<file path="config.mk">
export PLATFORM = sky130hd
export DESIGN_NAME = hazard_ctrl_flat
export DESIGN_NICKNAME = d
export VERILOG_FILES = /design/src/rtl/hazard_ctrl_pkg.sv /design/src/rtl/hazard_ctrl_if.sv /design/src/rtl/hazard_ctrl_fwd_select.sv /design/src/rtl/hazard_ctrl.sv /design/src/flat_wrapper.sv
export SDC_FILE = /design/constraint.sdc
export NUM_CORES = 1
export LEC_CHECK = 0
export CORE_MARGIN = 5
export CORE_UTILIZATION = 39
export CTS_BUF_LIST = sky130_fd_sc_hd__clkbuf_8
export DETAILED_ROUTE_END_ITERATION = 6
export PLACE_DENSITY = 0.82
export SLEW_MARGIN = 20
export SYNTH_ARGS = -nofsm -noshare
export SYNTH_HDL_FRONTEND = slang
export SYNTH_SLANG_ARGS = --single-unit
export TNS_END_PERCENT = 50
</file>
<file path="constraint.sdc">
create_clock -name clk -period 2.22 [get_ports clk]
set_input_delay 0.444 -clock clk [delete_from_list [all_inputs] [get_ports clk]]
set_output_delay 0.444 -clock clk [all_outputs]
set_load 0.03 [all_outputs]
</file>
<file path="src/rtl/hazard_ctrl_pkg.sv">
// Shared encodings for the RV32I hazard/stall controller: forwarding selects,
// result-source codes, memory-wait FSM states and the register-match helper.
package hazard_ctrl_pkg;

  localparam logic [1:0] FWD_RF  = 2'b00;
  localparam logic [1:0] FWD_WB  = 2'b01;
  localparam logic [1:0] FWD_MEM = 2'b10;

  localparam logic [1:0] RES_LOAD = 2'b01;

  typedef enum logic [1:0] {
    ST_IDLE  = 2'b00,
    ST_WAIT  = 2'b01,
    ST_ABORT = 2'b10
  } hz_state_e;

  // A writer can only satisfy a source if it really writes a non-x0 register.
  function automatic logic reg_hit(input logic we, input logic [4:0] rd, input logic [4:0] src);
    return we && (rd != 5'd0) && (rd == src);
  endfunction

endpackage

</file>
<file path="src/rtl/hazard_ctrl_if.sv">
// Pipeline <-> hazard controller bundle. master = pipeline side, slave = controller.
interface hazard_ctrl_if;

  logic [4:0] rs1D, rs2D;
  logic [4:0] rs1E, rs2E, rdE;
  logic [1:0] res_srcE;
  logic       pc_srcE;
  logic [4:0] rdM, rdW;
  logic       reg_writeM, reg_writeW;
  logic       dmem_reqM, dmem_ready;

  logic [1:0] forwardAE, forwardBE;
  logic       stallF, stallD, stallE, stallM;
  logic       flushD, flushE, flushW;
  logic       dmem_abort;

  modport master (
    output rs1D, rs2D, rs1E, rs2E, rdE, res_srcE, pc_srcE,
    output rdM, rdW, reg_writeM, reg_writeW, dmem_reqM, dmem_ready,
    input  forwardAE, forwardBE, stallF, stallD, stallE, stallM,
    input  flushD, flushE, flushW, dmem_abort
  );

  modport slave (
    input  rs1D, rs2D, rs1E, rs2E, rdE, res_srcE, pc_srcE,
    input  rdM, rdW, reg_writeM, reg_writeW, dmem_reqM, dmem_ready,
    output forwardAE, forwardBE, stallF, stallD, stallE, stallM,
    output flushD, flushE, flushW, dmem_abort
  );

endinterface

</file>
<file path="src/rtl/hazard_ctrl_fwd_select.sv">
// Execute-stage forwarding select for one source operand; Memory stage beats Writeback.
module fwd_select
  import hazard_ctrl_pkg::*;
(
  input  logic [4:0] src_i,
  input  logic [4:0] rdM_i,
  input  logic       reg_writeM_i,
  input  logic [4:0] rdW_i,
  input  logic       reg_writeW_i,
  output logic [1:0] fwd_o
);

  always_comb begin
    fwd_o = FWD_RF;
    if (reg_hit(reg_writeM_i, rdM_i, src_i)) begin
      fwd_o = FWD_MEM;
    end else if (reg_hit(reg_writeW_i, rdW_i, src_i)) begin
      fwd_o = FWD_WB;
    end
  end

endmodule

</file>
<file path="src/rtl/hazard_ctrl.sv">
// Hazard/stall controller: forwarding, load-use, branch flush and memory-timeout abort.
// Optional HAZARD_PERF_CNT_EN adds stall_cycles / flush_events counters.
module hazard_ctrl
  import hazard_ctrl_pkg::*;
#(
  parameter int unsigned MEM_TIMEOUT = 16
) (
  input  logic          clk,
  input  logic          reset,
  hazard_ctrl_if.slave  hz
`ifdef HAZARD_PERF_CNT_EN
  ,
  output logic [31:0]   stall_cycles,
  output logic [31:0]   flush_events
`endif
);

  localparam logic [7:0] CNT_LAST = 8'(MEM_TIMEOUT - 1);

  hz_state_e  state_q, state_d;
  logic [7:0] wait_cnt_q, wait_cnt_d;

  logic mem_wait, load_use;
  logic stall_f, stall_d, stall_e, stall_m;
  logic flush_d, flush_e, flush_w, abort;

  fwd_select u_fwd_a (
    .src_i(hz.rs1E), .rdM_i(hz.rdM), .reg_writeM_i(hz.reg_writeM),
    .rdW_i(hz.rdW), .reg_writeW_i(hz.reg_writeW), .fwd_o(hz.forwardAE)
  );

  fwd_select u_fwd_b (
    .src_i(hz.rs2E), .rdM_i(hz.rdM), .reg_writeM_i(hz.reg_writeM),
    .rdW_i(hz.rdW), .reg_writeW_i(hz.reg_writeW), .fwd_o(hz.forwardBE)
  );

  assign mem_wait = hz.dmem_reqM & ~hz.dmem_ready;
  assign load_use = (hz.res_srcE == RES_LOAD) && (hz.rdE != 5'd0) &&
                    ((hz.rdE == hz.rs1D) || (hz.rdE == hz.rs2D));

  // Controls are held low while reset is asserted, even though they are combinational.
  always_comb begin
    stall_f = 1'b0; stall_d = 1'b0; stall_e = 1'b0; stall_m = 1'b0;
    flush_d = 1'b0; flush_e = 1'b0; flush_w = 1'b0; abort   = 1'b0;
    if (reset) begin
      if (state_q == ST_ABORT) begin
        abort   = 1'b1;
        flush_d = 1'b1; flush_e = 1'b1; flush_w = 1'b1;
      end else if (mem_wait) begin
        stall_f = 1'b1; stall_d = 1'b1; stall_e = 1'b1; stall_m = 1'b1;
        flush_w = 1'b1;
      end else if (hz.pc_srcE) begin
        flush_d = 1'b1; flush_e = 1'b1;
      end else if (load_use) begin
        stall_f = 1'b1; stall_d = 1'b1; flush_e = 1'b1;
      end
    end
  end

  assign hz.stallF     = stall_f;
  assign hz.stallD     = stall_d;
  assign hz.stallE     = stall_e;
  assign hz.stallM     = stall_m;
  assign hz.flushD     = flush_d;
  assign hz.flushE     = flush_e;
  assign hz.flushW     = flush_w;
  assign hz.dmem_abort = abort;

  always_comb begin
    state_d    = state_q;
    wait_cnt_d = wait_cnt_q;
    unique case (state_q)
      ST_IDLE: begin
        wait_cnt_d = 8'd0;
        if (mem_wait) begin
          state_d    = ST_WAIT;
          wait_cnt_d = 8'd1;
        end
      end
      ST_WAIT: begin
        if (!mem_wait) begin
          state_d    = ST_IDLE;
          wait_cnt_d = 8'd0;
        end else if (wait_cnt_q == CNT_LAST) begin
          state_d = ST_ABORT;
        end else if (wait_cnt_q != 8'hFF) begin
          wait_cnt_d = wait_cnt_q + 8'd1;
        end
      end
      ST_ABORT: begin
        state_d    = ST_IDLE;
        wait_cnt_d = 8'd0;
      end
      default: begin
        state_d    = ST_IDLE;
        wait_cnt_d = 8'd0;
      end
    endcase
  end

  always_ff @(posedge clk or negedge reset) begin
    if (!reset) begin
      state_q    <= ST_IDLE;
      wait_cnt_q <= 8'd0;
    end else begin
      state_q    <= state_d;
      wait_cnt_q <= wait_cnt_d;
    end
  end

`ifdef HAZARD_PERF_CNT_EN
  logic [31:0] stall_cycles_q, flush_events_q;

  always_ff @(posedge clk or negedge reset) begin
    if (!reset) begin
      stall_cycles_q <= 32'd0;
      flush_events_q <= 32'd0;
    end else begin
      if (stall_f)           stall_cycles_q <= stall_cycles_q + 32'd1;
      if (flush_d | flush_e) flush_events_q <= flush_events_q + 32'd1;
    end
  end

  assign stall_cycles = stall_cycles_q;
  assign flush_events = flush_events_q;
`endif

endmodule

</file>
<file path="src/flat_wrapper.sv">
// flat-port wrapper written by rule: the top's interface ports become plain ports
module hazard_ctrl_flat import hazard_ctrl_pkg::*;
#(
  parameter int unsigned MEM_TIMEOUT = 16
)
  (clk, reset, hz_rs1D, hz_rs2D, hz_rs1E, hz_rs2E, hz_rdE, hz_res_srcE, hz_pc_srcE, hz_rdM, hz_rdW, hz_reg_writeM, hz_reg_writeW, hz_dmem_reqM, hz_dmem_ready, hz_forwardAE, hz_forwardBE, hz_stallF, hz_stallD, hz_stallE, hz_stallM, hz_flushD, hz_flushE, hz_flushW, hz_dmem_abort);
  hazard_ctrl_if hz_i ();
  input  logic clk;
  input  logic reset;
  input wire logic [$bits(hz_i.rs1D)-1:0] hz_rs1D;
  input wire logic [$bits(hz_i.rs2D)-1:0] hz_rs2D;
  input wire logic [$bits(hz_i.rs1E)-1:0] hz_rs1E;
  input wire logic [$bits(hz_i.rs2E)-1:0] hz_rs2E;
  input wire logic [$bits(hz_i.rdE)-1:0] hz_rdE;
  input wire logic [$bits(hz_i.res_srcE)-1:0] hz_res_srcE;
  input wire logic [$bits(hz_i.pc_srcE)-1:0] hz_pc_srcE;
  input wire logic [$bits(hz_i.rdM)-1:0] hz_rdM;
  input wire logic [$bits(hz_i.rdW)-1:0] hz_rdW;
  input wire logic [$bits(hz_i.reg_writeM)-1:0] hz_reg_writeM;
  input wire logic [$bits(hz_i.reg_writeW)-1:0] hz_reg_writeW;
  input wire logic [$bits(hz_i.dmem_reqM)-1:0] hz_dmem_reqM;
  input wire logic [$bits(hz_i.dmem_ready)-1:0] hz_dmem_ready;
  output wire logic [$bits(hz_i.forwardAE)-1:0] hz_forwardAE;
  output wire logic [$bits(hz_i.forwardBE)-1:0] hz_forwardBE;
  output wire logic [$bits(hz_i.stallF)-1:0] hz_stallF;
  output wire logic [$bits(hz_i.stallD)-1:0] hz_stallD;
  output wire logic [$bits(hz_i.stallE)-1:0] hz_stallE;
  output wire logic [$bits(hz_i.stallM)-1:0] hz_stallM;
  output wire logic [$bits(hz_i.flushD)-1:0] hz_flushD;
  output wire logic [$bits(hz_i.flushE)-1:0] hz_flushE;
  output wire logic [$bits(hz_i.flushW)-1:0] hz_flushW;
  output wire logic [$bits(hz_i.dmem_abort)-1:0] hz_dmem_abort;
  assign hz_i.rs1D = hz_rs1D;
  assign hz_i.rs2D = hz_rs2D;
  assign hz_i.rs1E = hz_rs1E;
  assign hz_i.rs2E = hz_rs2E;
  assign hz_i.rdE = hz_rdE;
  assign hz_i.res_srcE = hz_res_srcE;
  assign hz_i.pc_srcE = hz_pc_srcE;
  assign hz_i.rdM = hz_rdM;
  assign hz_i.rdW = hz_rdW;
  assign hz_i.reg_writeM = hz_reg_writeM;
  assign hz_i.reg_writeW = hz_reg_writeW;
  assign hz_i.dmem_reqM = hz_dmem_reqM;
  assign hz_i.dmem_ready = hz_dmem_ready;
  assign hz_forwardAE = hz_i.forwardAE;
  assign hz_forwardBE = hz_i.forwardBE;
  assign hz_stallF = hz_i.stallF;
  assign hz_stallD = hz_i.stallD;
  assign hz_stallE = hz_i.stallE;
  assign hz_stallM = hz_i.stallM;
  assign hz_flushD = hz_i.flushD;
  assign hz_flushE = hz_i.flushE;
  assign hz_flushW = hz_i.flushW;
  assign hz_dmem_abort = hz_i.dmem_abort;
  hazard_ctrl #(.MEM_TIMEOUT(MEM_TIMEOUT)) u_core (.clk(clk), .reset(reset), .hz(hz_i));
endmodule
</file>
==> reports/results.tsv, run 1 <==
stage	metric	value	unit
status	status	finished with violations	
status	failing checks	setup timing	
setup_path	crit-path max FO	2	
route	Routed WL per cell	15.8	um
logic_synthesis	sequential element share of the synthesized area	25.3	%
finish	final net count	239	
pwr	Peak VDD IR	457	uV
sta	Slew Viols, Final	0	
finish	share of cells above drive strength 1	35.4	%
finish	Reg area	250	sq um
pwr	Leakage	0.820	nW
setup_path	reg2reg start	u_core.wait_cnt_q[4]	
die	Core ar.	2450	sq um
sta	PnR worst setup slack	-0.0279	ns
grt	first-pass GRT wire length	5660	um
logic_synthesis	yosys warns	0	
setup_path	CP endpoint kind	primary output	
sta	max_slew headroom	75.6	%
clock_network	clock sinks	10	
logic_synthesis	Syn Nets	164	
sta	maximum clock frequency	445	MHz
clock_network	Worst-path clk slew	0.04	ns
clock_network	Root Driver	clkbuf_8	
route	DRC viols	0	
logic_synthesis	count leader, synth	xor2_1	
route	antenna-violating nets left	0	
route	via-per-instance ratio	5.23	
setup_path	flop-to-flop setup slack	0.41	ns
die	initial core utilization	40.4	%
setup_path	critical path arrival	1.80	ns
sta	final setup fails	2	
die	Die Ht	60.4	um
logic_synthesis	top cell type's share of synthesized area	25.3	%
setup_path	reg2reg path depth	4	
route	First DRT Iteration DRCs	22	
logic_synthesis	Syn Inst Count	119	
worst_hold_path	worst hold path class	in2async	
route	drt first pass iters	4	
sta	Worst Max-Slew Pin Slew	0.357	ns
sta	clock skew	0.00180	ns
grt	antenna violations before repair	0	
route	total number of vias	1160	
sta	Fin Setup TNS	-0.0501	ns
logic_synthesis	Seq cells post-synth	10	
route	final wirelength	3500	um
grt	largest net degree at the start of global routing	10	
logic_synthesis	FFs w/ async S/R, synth	100	%
placed_design	DPL Wire Length	2850	um
sta	crit path time final	2.25	ns
sta	Fin. Hold Viols	0	
grt	Tot GR Track Use	20.5	%
finish	Filler Cells Inserted	176	
finish	n_diodes	0	
logic_synthesis	number of synthesized flops with an enable pin	0	
pwr	pwr dens	335	nW/um^2
die	die width	60.4	um
clock_network	CTS Buffer Depth	2	
finish	multi-input logic area	845	sq um
clock_network	clk_lat worst skew	0.23	ns
logic_synthesis	Commonest cells post-synth	xor2_1, nor2_1, dfrtp_1, nor3_1, xnor2_1	
job	MaxCap Viol Count	0	
finish	Area Overhead vs Synth	83.5	%
die	# IOs	56	
logic_synthesis	Synth area leaders	dfrtp_1, xor2_1, xnor2_1	
setup_path	Required @ worst endpoint	1.78	ns
sta	Hold Worst Slack	0.343	ns
die	num rows	18	
placed_design	IO buf count	55	
placed_design	Place WS	-0.606	ns
logic_synthesis	Synth cell types	34	
setup_path	FF-to-FF End	u_core.wait_cnt_q[0]	
logic_synthesis	Mean Syn Cell Area	8.33	sq um
sta	RSZ-0062 raised after global routing	true	
logic_synthesis	Synth area leader	dfrtp_1	
logic_synthesis	Synth Flop Type	dfrtp_1	
die	Die ar.	3650	sq um
setup_path	Setup CP Type	in2out	
setup_path	Critical Path Source Type	input pin	
grt	remaining global-route overflow	0	
placed_design	GP Congestion	0.901	
sta	final period utilization	101	%
logic_synthesis	synthesized area	991	sq um
clock_network	CTS tree	done	
grt	vias in the first global route	1272	
clock_network	Num CTS Buffers	3	
clock_network	H-tree levels	1	
how the worst max path moves through the flow:
stage	startpoint	endpoint	slack [ns]	cells past startpoint
2_1_floorplan	hz_dmem_ready	hz_stallF	-0.02	4
3_3_place_gp	hz_rdM[2]	hz_forwardBE[1]	-0.56	5
3_5_place_dp	hz_rdM[2]	hz_forwardBE[1]	-0.61	5
4_1_cts	hz_rdM[4]	hz_forwardAE[0]	-0.17	7
5_1_grt	hz_rdM[4]	hz_forwardAE[0]	-0.09	7
6_report	hz_rdM[4]	hz_forwardAE[0]	-0.03	7
timing repair:
item | in CTS | in global routing
setup endpoints to repair | 7 | 7
buffers inserted | 1 | 1
hold buffers | 0 | 0
endpoints found under the hold margin | 0 | 0
cloned | 0 | 0
pin swaps | 10 | 10
resized for setup | 54 | 36
cell usage in the layout (no fill, tap or decap), drive strengths merged:
cell / count
xor2: 24
nor3: 7
dfrtp: 10
nand3: 6
clkbuf: 11
or4: 5
inv: 2
dlygate4sd2: 7
o22ai: 1
nand2b: 2
ha: 1
a21oi: 4
a31oi: 1
nor3b: 1
and3: 2
a221oi: 1
a22oi: 1
dlymetal6s2s: 7
or3: 2
clkdlybuf4s50: 17
nand4bb: 1
a2111oi: 1
buf: 34
nor2b: 1
xnor2: 7
a211oi: 4
nor4: 4
o21bai: 1
nor2: 11
nand4: 1
o21ai: 8
a21o: 1
nand2: 6
per-stage QoR:
step	utilization, %	power, mW	area, sq um	cells
floorplan	-	0.275	1040	119
global placement	69.1	0.407	1700	217
detailed placement	69.1	0.415	1700	217
CTS	72.5	0.602	1780	221
global route	74.1	0.643	1820	222
finish	74.1	0.608	1820	222
final cells by class:
cell class | instances | area share (%)
clock buffers | 3 | 2.27
well taps | 30 | 2.06
inverters | 2 | 0.413
multi-input cells | 104 | 46.5
flip-flops and latches | 10 | 13.8
repair buffers | 73 | 35.0
power by group:
| part | leakage [nW] | switching, mW | internal, mW | total (mW) |
|---|---|---|---|---|
| sequential | 0.138 | 0.00252 | 0.185 | 0.188 |
| clock | 0.0216 | 0.0645 | 0.118 | 0.183 |
| combinational | 0.661 | 0.112 | 0.127 | 0.238 |
kinds of logic after synthesis:
logic type / Yosys count / synth area share (%)
AOI/OAI and AO/OA: 23 / 15.7
xor gates and xnor gates: 31 / 27.4
adders and majority gates: 1 / 1.26
buffers and inverters: 5 / 3.41
DFF: 10 / 25.3
and+or+nand+nor: 49 / 27.0
critical path, stage by stage:
cell and delay, ns:
buf_8 0.10, or4_4 0.53, o21ai_4 0.20, nor4_4 0.07, buf_4 0.15, nor4_4 0.13
buf_6 0.17
routing by layer:
layer	GRT usage [%]	share of wire (%)
met1	24.3	41
met5	0	0
met3	2.34	5.6
met4	5.06	0.83
met2	38.9	52
flip-flops by register name (all words and copies together), names as in the netlist:
name / flops
u_core.state_q: 2
u_core.wait_cnt_q: 8
(Power assumes the default switching activity.)
==> run 2, diff against run 1 <==
--- a/config.mk
+++ b/config.mk
@@ -9,7 +9,9 @@
 export CORE_UTILIZATION = 39
 export CTS_BUF_LIST = sky130_fd_sc_hd__clkbuf_8
 export DETAILED_ROUTE_END_ITERATION = 6
+export GPL_TIMING_DRIVEN = 0
 export PLACE_DENSITY = 0.82
+export RECOVER_POWER = 50
 export SLEW_MARGIN = 20
 export SYNTH_ARGS = -nofsm -noshare
 export SYNTH_HDL_FRONTEND = slang
==> reports/results.tsv, run 2 (synthesis results as in run 1) <==
stage	metric	value	unit	change
status	status	finished with violations		
status	failing checks	setup timing		
placed_design	GP Congestion	0.822		-8.8%
grt	Tot GR Track Use	20.6	%	+0.12 points
sta	crit path time final	2.29	ns	+0.0447 ns
finish	multi-input logic area	855	sq um	+1.2%
job	MaxCap Viol Count	0		unchanged
sta	final period utilization	103	%	+2.0 points
clock_network	clk_lat worst skew	0.24	ns	about the same
finish	final net count	227		-5.0%
die	Die Ht	60.4	um	unchanged
placed_design	Place WS	-1.06	ns	-0.456 ns
grt	first-pass GRT wire length	5600	um	-1.1%
die	num rows	18		unchanged
sta	Fin Setup TNS	-0.0726	ns	-0.0225 ns
sta	max_slew headroom	72.0	%	-3.6 points
sta	Slew Viols, Final	0		unchanged
placed_design	Placed Cells incl. Taps	204		-6.0%
worst_hold_path	worst hold path class	in2async		
finish	most common cell after layout, fill and taps aside	xor2_1		
pwr	pwr dens	363	nW/um^2	+8.4%
sta	Worst Max-Slew Pin Slew	0.419	ns	+0.0620 ns
finish	Area Overhead vs Synth	78.0	%	
finish	Finished Layout Cells	211		-5.0%
clock_network	Root Driver	clkbuf_8		
route	total number of vias	1140		-1.7%
pwr	Peak VDD IR	366	uV	-20%
finish	register with the most flip-flops	u_core.wait_cnt_q		
route	drt first pass iters	4		unchanged
die	initial core utilization	40.4	%	unchanged
route	final wirelength	3670	um	+4.9%
route	Routed WL per cell	17.4	um	+10%
finish	Filler Cells Inserted	184		+4.5%
placed_design	DPL Wire Length	2660	um	-6.8%
setup_path	reg2reg path depth	5		+1
die	die width	60.4	um	unchanged
sta	Fin. Hold Viols	0		unchanged
pwr	Leakage	0.775	nW	-5.5%
die	Die ar.	3650	sq um	unchanged
grt	largest net degree at the start of global routing	13		+3
clock_network	CTS tree	done		
clock_network	Num CTS Buffers	3		unchanged
clock_network	Worst-path clk slew	0.05	ns	about the same
sta	RSZ-0062 raised after global routing	true		
sta	final setup fails	1		-1
finish	most frequent cells in the layout	xor2_1, clkdlybuf4s50_1, nor2_1, dlygate4sd2_1, dfrtp_1		
clock_network	clock sinks	10		unchanged
setup_path	Setup CP Type	in2out		
route	First DRT Iteration DRCs	29		+32%
finish	Reg area	250	sq um	unchanged
setup_path	Required @ worst endpoint	1.78	ns	about the same
setup_path	reg2reg start	u_core.wait_cnt_q[4]		
finish	n_diodes	0		unchanged
finish	Largest regs	u_core.wait_cnt_q (8), u_core.state_q (2)		
sta	clock skew	0.00373	ns	+0.00193 ns
setup_path	crit-path max FO	2		unchanged
grt	vias in the first global route	1174		-7.7%
route	via-per-instance ratio	5.40		+3.4%
setup_path	FF-to-FF End	u_core.wait_cnt_q[0]		
setup_path	flop-to-flop setup slack	0.34	ns	-0.07 ns
clock_network	CTS Buffer Depth	2		unchanged
setup_path	CP endpoint kind	primary output		
placed_design	IO buf count	55		unchanged
clock_network	hold buffers post-CTS	0		unchanged
clock_network	H-tree levels	1		unchanged
setup_path	Critical Path Source Type	input pin		
route	antenna-violating nets left	0		unchanged
sta	maximum clock frequency	436	MHz	-2.0%
sta	PnR worst setup slack	-0.0726	ns	-0.0447 ns
setup_path	critical path arrival	1.85	ns	+0.05 ns
die	# IOs	56		unchanged
finish	share of cells above drive strength 1	30.4	%	-5.0 points
grt	remaining global-route overflow	0		unchanged
grt	antenna violations before repair	0		unchanged
die	Core ar.	2450	sq um	unchanged
finish	Largest register FFs	8		unchanged
route	DRC viols	0		unchanged
-- run 2: how the worst max path moves through the flow --
stage	endpoint	from	slack (ns)	depth (start not counted)
2_1_floorplan	hz_stallF	hz_dmem_ready	-0.02	4
3_3_place_gp	hz_forwardBE[0]	hz_rdW[3]	-0.99	6
3_5_place_dp	hz_forwardBE[0]	hz_rdW[2]	-1.06	6
4_1_cts	hz_forwardBE[1]	hz_rs2E[3]	-0.18	5
5_1_grt	hz_forwardBE[0]	hz_rdM[4]	-0.1	6
6_report	hz_forwardBE[0]	hz_rdM[4]	-0.07	6
-- run 2: timing repair --
| action | in CTS | in global routing |
|---|---|---|
| cloned | 0 | 0 |
| buffers inserted | 1 | 2 |
| endpoints found under the setup margin | 12 | 10 |
| pin swaps | 10 | 7 |
| resized for setup | 94 | 47 |
-- run 2: critical path, stage by stage --
cell	delay, ns
buf_8	0.10
or4_4	0.54
o21ai_4	0.20
nor4_4	0.09
nor4_4	0.31
buf_6	0.17
-- run 2: power by group --
group	internal, mW	switching (mW)	total, mW
Sequential	0.185	0.00244	0.187
Clock	0.156	0.0719	0.228
Combinational	0.111	0.114	0.225
-- run 2: final cells by class --
cell class              instances  share of cell area [%]
multi-input cells             104                    48.4
repair buffers                 58                    30.2
flip-flops and latches         10                    14.2
clock buffers                   4                    3.12
well taps                      30                    2.13
plain buffers                   3                    1.49
inverters                       2                   0.426
-- run 2: stage by stage --
step | utilization, % | instance area, sq um | hold slack (ns) | power [mW]
after floorplan | - | 1040 | 0.148 | 0.275
after global placement | 66.3 | 1630 | 0.481 | 0.393
after detailed placement | 66.3 | 1630 | 0.494 | 0.398
after CTS | 70.5 | 1730 | 0.183 | 0.628
final | 71.9 | 1760 | 0.174 | 0.640
after global routing | 71.9 | 1760 | 0.187 | 0.665
-- run 2: metal layers --
layer	wire, um	part of all wire, %	track usage (%)
met1	1430	39	23.9
met2	1960	53	37.0
met3	232	6.3	3.83
met4	48	1.3	8.54
met5	0	0	0
